--- src/rtl/vmem_dma_initiator.sv ---
// vmem_dma_initiator
// Single-channel DMA master for one vmem_dat DMA port. A descriptor
// {dir, addr, stride, len} becomes a burst of {we, addr, data} requests.
// Writes take data from the wr_* stream. Read returns come back in order with
// a fixed latency and cannot be stalled. They land in a FIFO that is protected
// by a credit check, and the FIFO is presented as the rd_* stream.
//
// Ports
//   clk, reset                    clock, synchronous active-high reset
//   cmd_valid/ready, cmd_dir, cmd_addr, cmd_stride, cmd_len
//                                 descriptor handshake (dir 1 = write vmem)
//   wr_dat/valid/ready            write data stream in
//   rd_dat/valid/ready            read data stream out (FIFO head)
//   t_idma_dat/idma_valid/ready   {we, addr, data} request to vmem
//   i_odma_dat/odma_valid         read return from vmem
//   busy, done, err               status; done is a one-cycle pulse
//
// Optional feature macro: VMEM_DMA_ERR_EN. When it is defined, err is sticky
// and flags two cases: a return arriving with nothing outstanding, and a push
// into a full FIFO. When it is undefined, err is tied to 0.
module vmem_dma_initiator #(
    parameter int DATA_W      = 32,
    parameter int IADDR_W     = 16,
    parameter int LEN_W       = 16,
    parameter int RFIFO_DEPTH = 16
) (
    input  logic                       clk,
    input  logic                       reset,
    input  logic                       cmd_valid,
    output logic                       cmd_ready,
    input  logic                       cmd_dir,
    input  logic [IADDR_W-1:0]         cmd_addr,
    input  logic [IADDR_W-1:0]         cmd_stride,
    input  logic [LEN_W-1:0]           cmd_len,
    input  logic [DATA_W-1:0]          wr_dat,
    input  logic                       wr_valid,
    output logic                       wr_ready,
    output logic [DATA_W-1:0]          rd_dat,
    output logic                       rd_valid,
    input  logic                       rd_ready,
    output logic [IADDR_W+DATA_W:0]    t_idma_dat,
    output logic                       idma_valid,
    input  logic                       idma_ready,
    input  logic [DATA_W-1:0]          i_odma_dat,
    input  logic                       odma_valid,
    output logic                       busy,
    output logic                       done,
    output logic                       err
);
    localparam int PTR_W = $clog2(RFIFO_DEPTH);
    localparam int CNT_W = PTR_W + 1;

    typedef enum logic [2:0] {S_IDLE, S_WR, S_RD, S_DRAIN, S_DONE} state_e;

    state_e             state_q, state_d;
    logic [IADDR_W-1:0] addr_q, addr_d, stride_q, stride_d;
    logic [LEN_W-1:0]   rem_q, rem_d;
    logic [CNT_W-1:0]   outs_q, outs_d;
    logic [CNT_W-1:0]   cnt_q, cnt_d;
    logic [PTR_W-1:0]   wptr_q, rptr_q;
    logic [DATA_W-1:0]  mem_q [RFIFO_DEPTH];

    logic cmd_hs, rd_hs, push, pop, full, ret_dec, credit_ok;
    logic [CNT_W:0] credit_use;

    // A read request is issued only when the FIFO is sure to have room for
    // it. That means every word already in flight plus every word buffered
    // must fit, so a return, which cannot be stalled, never finds the FIFO full.
    assign credit_use = {1'b0, outs_q} + {1'b0, cnt_q};
    assign credit_ok  = credit_use < (CNT_W+1)'(RFIFO_DEPTH);

    assign full     = (cnt_q == CNT_W'(RFIFO_DEPTH));
    assign push     = odma_valid && !full;
    assign rd_valid = (cnt_q != '0);
    assign pop      = rd_valid && rd_ready;
    assign rd_dat   = mem_q[rptr_q];
    assign busy     = (state_q != S_IDLE);
    // Saturate so that a stray return does not wrap the outstanding count.
    assign ret_dec  = odma_valid && (outs_q != '0);

    always_comb begin
        state_d    = state_q;
        addr_d     = addr_q;
        stride_d   = stride_q;
        rem_d      = rem_q;
        cmd_ready  = 1'b0;
        idma_valid = 1'b0;
        t_idma_dat = '0;
        wr_ready   = 1'b0;
        done       = 1'b0;
        cmd_hs     = 1'b0;
        rd_hs      = 1'b0;
        case (state_q)
            S_IDLE: begin
                cmd_ready = 1'b1;
                if (cmd_valid) begin
                    cmd_hs   = 1'b1;
                    addr_d   = cmd_addr;
                    stride_d = cmd_stride;
                    rem_d    = cmd_len;
                    if (cmd_len == '0) state_d = S_DONE;
                    else if (cmd_dir)  state_d = S_WR;
                    else               state_d = S_RD;
                end
            end
            S_WR: begin
                // The request is a direct view of the stream, so the request
                // stays stable exactly as long as the source holds its word.
                idma_valid = wr_valid;
                t_idma_dat = {1'b1, addr_q, wr_dat};
                wr_ready   = idma_ready;
                if (wr_valid && idma_ready) begin
                    addr_d = addr_q + stride_q;
                    rem_d  = rem_q - LEN_W'(1);
                    if (rem_q == LEN_W'(1)) state_d = S_DONE;
                end
            end
            S_RD: begin
                // Only registered terms go into valid. This keeps a
                // combinational idma_ready from looping back into it.
                idma_valid = (rem_q != '0) && credit_ok;
                t_idma_dat = {1'b0, addr_q, {DATA_W{1'b0}}};
                if (idma_valid && idma_ready) begin
                    rd_hs  = 1'b1;
                    addr_d = addr_q + stride_q;
                    rem_d  = rem_q - LEN_W'(1);
                    if (rem_q == LEN_W'(1)) state_d = S_DRAIN;
                end
            end
            S_DRAIN: if (outs_q == '0) state_d = S_DONE;
            S_DONE: begin
                done    = 1'b1;
                state_d = S_IDLE;
            end
            default: state_d = S_IDLE;
        endcase
    end

    always_comb begin
        outs_d = outs_q;
        case ({rd_hs, ret_dec})
            2'b10:   outs_d = outs_q + CNT_W'(1);
            2'b01:   outs_d = outs_q - CNT_W'(1);
            default: outs_d = outs_q;
        endcase
        cnt_d = cnt_q;
        case ({push, pop})
            2'b10:   cnt_d = cnt_q + CNT_W'(1);
            2'b01:   cnt_d = cnt_q - CNT_W'(1);
            default: cnt_d = cnt_q;
        endcase
    end

    always_ff @(posedge clk) begin
        if (reset) begin
            state_q  <= S_IDLE;
            addr_q   <= '0;
            stride_q <= '0;
            rem_q    <= '0;
            outs_q   <= '0;
            cnt_q    <= '0;
            wptr_q   <= '0;
            rptr_q   <= '0;
        end else begin
            state_q  <= state_d;
            addr_q   <= addr_d;
            stride_q <= stride_d;
            rem_q    <= rem_d;
            outs_q   <= outs_d;
            cnt_q    <= cnt_d;
            if (push) wptr_q <= wptr_q + PTR_W'(1);
            if (pop)  rptr_q <= rptr_q + PTR_W'(1);
        end
    end

    // Storage needs no reset. Pointers and count decide what is valid.
    always_ff @(posedge clk) begin
        if (push) mem_q[wptr_q] <= i_odma_dat;
    end

`ifdef VMEM_DMA_ERR_EN
    logic err_q, err_d;

    // When a new descriptor is accepted in the same cycle as an error, the
    // error wins.
    always_comb begin
        err_d = err_q;
        if (cmd_hs) err_d = 1'b0;
        if (odma_valid && ((outs_q == '0) || full)) err_d = 1'b1;
    end

    always_ff @(posedge clk) begin
        if (reset) err_q <= 1'b0;
        else       err_q <= err_d;
    end

    assign err = err_q;
`else
    assign err = 1'b0;
`endif

endmodule

--- config.mk ---
export PLATFORM = sky130hd
export DESIGN_NAME = vmem_dma_initiator
export DESIGN_NICKNAME = d
export VERILOG_FILES = /design/src/rtl/vmem_dma_initiator.sv
export SDC_FILE = /design/constraint.sdc
export NUM_CORES = 1
export LEC_CHECK = 0
export CAP_MARGIN = 20
export CORE_MARGIN = 4
export CORE_UTILIZATION = 53
export CTS_CLUSTER_SIZE = 12
export DETAILED_ROUTE_END_ITERATION = 10
export PLACE_DENSITY = 0.79
export REMOVE_ABC_BUFFERS = 1
export SYNTH_ARGS = -nofsm -noshare
export SYNTH_HDL_FRONTEND = slang
export SYNTH_SLANG_ARGS = --single-unit
--- constraint.sdc ---
create_clock -name clk -period 6.5 [get_ports clk]
set_input_delay 1.3 -clock clk [delete_from_list [all_inputs] [get_ports clk]]
set_output_delay 1.3 -clock clk [all_outputs]
set_load 0.05 [all_outputs]
* Word-level counts from Yosys, hierarchy flattened
Memories as Yosys holds them, arrays and structs flattened. A register that Yosys moved wholly into a read port is not among the register bits.
Cells that the tools add are included.
** Cells by class
- Reduce and logical (&&, ||, !) cells :: 20
- Add/subtract/negate cells :: 9
- Magnitude comparators :: 1
- Mux-type cells :: 30
- Eq/ne operators :: 16
** Operators with widths (number)
- one-hot mux 49 bit (2 select lines) :: 1
- two-way mux 16 bit :: 6
- one-hot mux 16 bit (3 select lines) :: 2
- two-way mux 3 bit :: 7
- one-hot mux 5 bit (2 select lines) :: 2
- adder 16 bit :: 1
- == test 16 x 1 -> 1 bit (second input constant) :: 1
- logical NOT 16 bit :: 1
- nonzero test 16 bit :: 1
- subtractor 16 x 1 -> 16 bit (second input constant) :: 1
- != test 2 bit (second input constant) :: 6
- one-hot mux 3 bit (4 select lines) :: 1
- adder 5 x 1 -> 5 bit (second input constant) :: 2
- nonzero test 5 bit :: 2
- subtractor 5 x 1 -> 5 bit (second input constant) :: 2
- adder 4 x 1 -> 4 bit (second input constant) :: 2
- two-way mux 4 bit :: 2
- two-way mux 1 bit :: 7
- adder 5 x 5 -> 6 bit :: 1
- == test 3 x 2 -> 1 bit (second input constant) :: 2
- logical AND 1 bit :: 6
- less-than comparator 6 x 5 -> 1 bit (second input constant) :: 1
- AND reduction 6 bit :: 1
- nonzero test 3 bit :: 2
- 13 further kinds :: 16
** Storage, ports and cells
- Input port bits :: 120
- Register bits after elaboration :: 69
- Output and inout bits :: 88
- Memory bits (writable) :: 512
- Memories kept :: 1
** Memories
- mem_q :: depth 16, bits a word 32, read ports 1, clocked after memory_dff 1, wr ports 1, line 61 : logic [DATA_W-1:0] mem_q [RFIFO_DEPTH];

* Logic depth before layout (Yosys ltp)
- Depth after elaboration :: 8
- Depth in mapped cells :: 16

* Worst setup path before layout
OpenSTA, ideal clock, no wires.
- Path type :: input to register
- Start :: input port odma_valid
- End :: memory mem_q[3][0] (enable)
- Slack :: 1.855 ns
- Library setup time :: 0.461 ns
- Arrival time :: 4.184 ns
- Stages on the path :: 3
- Cells stage by stage :: a21boi_1 nand2_1 nor3_1
** Between the ends
- Word-level cells in the longest chain between the ends :: 3
** RTL lines
- start: declaration :: line 45 : input logic odma_valid,
- logical AND 1 bit :: line 73 : assign push = odma_valid && !full;
- two-way mux 1 bit :: line 178 : if (push) mem_q[wptr_q] <= i_odma_dat;
- two-way mux 1 bit (not written as such) :: line 178
- end: declaration :: line 61
No other way between the ends.

==> qor.yml <==
sw_frac_of_total_pct: 32.75
insertion_delay_ns: 0.63
syn_avg_cell_area_um2: 17.85
crit_top_cell: "mux4_2"
h-tree-depth: 2
grt.total_usage_pct: 22.72
fin_nets: 1726
overflow: 0
ys_ff_latch: 585
ioPinCount: 208
cp.required_ns: 5.20
finalSetupViolCount: 0
crit_chain: "buf_4 > mux4_2 > mux4_2 > clkdlybuf4s50_1"
synth_edf_count: 512
leakagePower_nw: 9.176
max_stage_delay_ns: 0.93
slowest_stage: "dfxtp_4"
finalMaxSlewViolations: 0
grt_max_degree: 75
cts_tree: "yes"
area.growth.synth_to_final_pct: 18.76
dieArea_um2: 49000
final_core_util_pct: 64.24
drt_iter0_markers: 1716
whs_ns: 0.4618
start_util_pct: 54.09
dr_total_vias: 13340
cts.reportedPaths.clkPinSlew_ns: 0.06
status: "finished clean"
critPathTopFamily: "buffers and inverters"
start_kind: "flip-flop"
postCtsSetupBuffers: 0
slew-limit-headroom_pct: 24.36
synth_cell_types: 69
grt_pass1_vias: 13780
chipWidth_um: 221.4
synth_largest_area_cell: "edfxtp_1"
route.detailed.drc: 0
clockBufferDepth: 3
p_switching_mw: 3.634
yosysWarningCount: 0
routed_via_density: 6.070
layout-drive-gt1-share_pct: 19.76
synth_flop_cell: "edfxtp_1"
n_fill_cell: 2965
cts_resized: 0
yosysSeqAreaShare_pct: 69.78
synth_top_area_share_pct: 63.72
dp_hpwl_mm: 30.62
min_period_over_period_pct: 78.95
synthCells: 1352
cts-root-buf: "clkbuf_16"
drtAntennaViolNets: 0
yosys-top-cells-area: "edfxtp_1, mux4_2, dfxtp_1, ha_1, and2_1"
yosys-top-cells-count: "edfxtp_1, mux4_2, nand2_1"
core_um2: 44610
cts.sinks: 585
tightest_slew_ns: 1.132
arrival_ns: 3.83
cp_max_fo: 43
syn_area_um2: 24130
rsz0062_at_grt: "no"
rows: 77
firstDrtPassIters: 5
multi_input_area_um2: 6962
die_h_um: 221.4
end_kind: "output port"
fmax_mhz: 194.9
io_buffers: 206
drv_cap: 0
cp_num_buf_inv: 2
async_flop_share_pct: 0
grt_pass1_wl_mm: 85.02
cts_hold_buf: 0
avgRoutedWirePerCell_um: 25.45
hold_violations: 0
grt_antenna_before_repair: 1
period_needed_ns: 5.131
worst-setup-path-type: "reg2out"
gp_congestion: 0.8090
seq_area_um2: 16850
min_path_type: "reg2reg"
worst_clock_skew_ns: 0.04581
synthMostInstantiatedCell: "edfxtp_1"
combPwrFrac_pct: 31.4
vdd_drop_max_uv: 373.8
pwr-share-seq_pct: 41.1
p_int_mw: 7.461
wirelength_mm: 55.90
pwr-share-clk_pct: 27.5
p_per_area_nw_per_um2: 387.2
cts_buffers: 59
==> layout by cell type (no fill, tap or decap), drive strengths merged, types with 4 or more instances in the layout <==
cell and instances:
clkbuf 80, nor2 81, o21a 5, a211oi 20, xor2 16, ha 34, a221oi 4, nand2 83
clkdlybuf4s50 205, nand2b 6, edfxtp 512, buf 29, a311oi 7, inv 22, o21ai 34, nor3 16
nand3 6, a21oi 55, clkinv 11, nand4 6, a21o 5, xnor2 9, dfxtp 73, mux4 160
or3 9, nor2b 4, a22oi 4, nor4 12, and2 53
==> final timing paths <==
path | startpoint | end | slack, ns | cells past startpoint
worst max-delay path | flip-flop | rd_dat[8] | 1.37 | 4
worst max register to register | rem_q[0]$_SDFFE_PP0P_ | outs_q[4]$_SDFFE_PP0P_ | 3.06 | 15
worst min register to register | stride_q[9]$_SDFFE_PP0P_ | stride_q[9]$_SDFFE_PP0P_ | 0.46 | 2
worst min-delay path | stride_q[9]$_SDFFE_PP0P_ | stride_q[9]$_SDFFE_PP0P_ | 0.46 | 2
==> per-stage QoR <==
step / total power [mW] / instances / cell area (um2) / setup slack [ns] / TNS (ns)
after CTS: 11.18 / 2195 / 28620 / 1.245 / 0
after global routing: 11.63 / 2196 / 28650 / 1.100 / 0
after detailed placement: 8.109 / 2100 / 26930 / 1.919 / 0
after floorplan: 7.255 / 1275 / 23760 / -1.386 / -44.37
final: 11.10 / 2197 / 28650 / 1.369 / 0
after global placement: 8.028 / 2099 / 26910 / 1.929 / 0
==> area by class of cell <==
class,instances,share of cell area [%]
flip-flops and latches,585,58.79
repair buffers,234,8.157
inverters,20,0.2620
clock inverters,15,0.4323
multi-input cells,670,24.30
clock buffers,80,5.467
well taps,592,2.585
diodes,1,0.008733
==> state kept, by name, summed over array words and instances (netlist names), named ones only <==
register	cells
state_q	3
stride_q	16
rptr_q	4
wptr_q	4
outs_q	5
addr_q	16
rem_q	16
cnt_q	5
mem_q	512
==> worst min-delay path, cell delays in order (launching register included) <==
cell and delay, ns:
dfxtp_1 0.31, nand2_1 0.05, a21oi_1 0.05
==> layer usage <==
layer | wire (um) | vias up | global-route usage [%] | share of wire, %
met2 | 28110 | 694 | 37.80 | 50
met5 | 0 | - | 0 | 0
li1 | - | 5815 | - | -
met1 | 21650 | 6727 | 30.96 | 39
met3 | 4623 | 100 | 4.691 | 8.3
met4 | 1512 | 0 | 6.563 | 2.7
==> cells by family after synthesis <==
family | Yosys count | synth area share, %
other | 1 | 0.01554
buffers and inverters | 97 | 1.856
muxes | 163 | 15.06
AOI/OAI and AO/OA | 157 | 4.589
DFF | 585 | 69.78
and+or+nand+nor | 288 | 5.865
adders and majority gates | 36 | 1.929
xor gates and xnor gates | 25 | 0.9075
==> power by group through the flow <==
| stage | Combinational (mW) | Sequential (mW) | Clock (mW) |
|---|---|---|---|
| finish | 3.48 | 4.55 | 3.06 |
| global placement | 3.41 | 4.62 | 0 |
| floorplan | 2.57 | 4.68 | 0 |
| CTS | 3.52 | 4.56 | 3.10 |
| global route | 3.76 | 4.59 | 3.27 |
| detailed placement | 3.48 | 4.63 | 0 |
(Power assumes the default switching activity.)
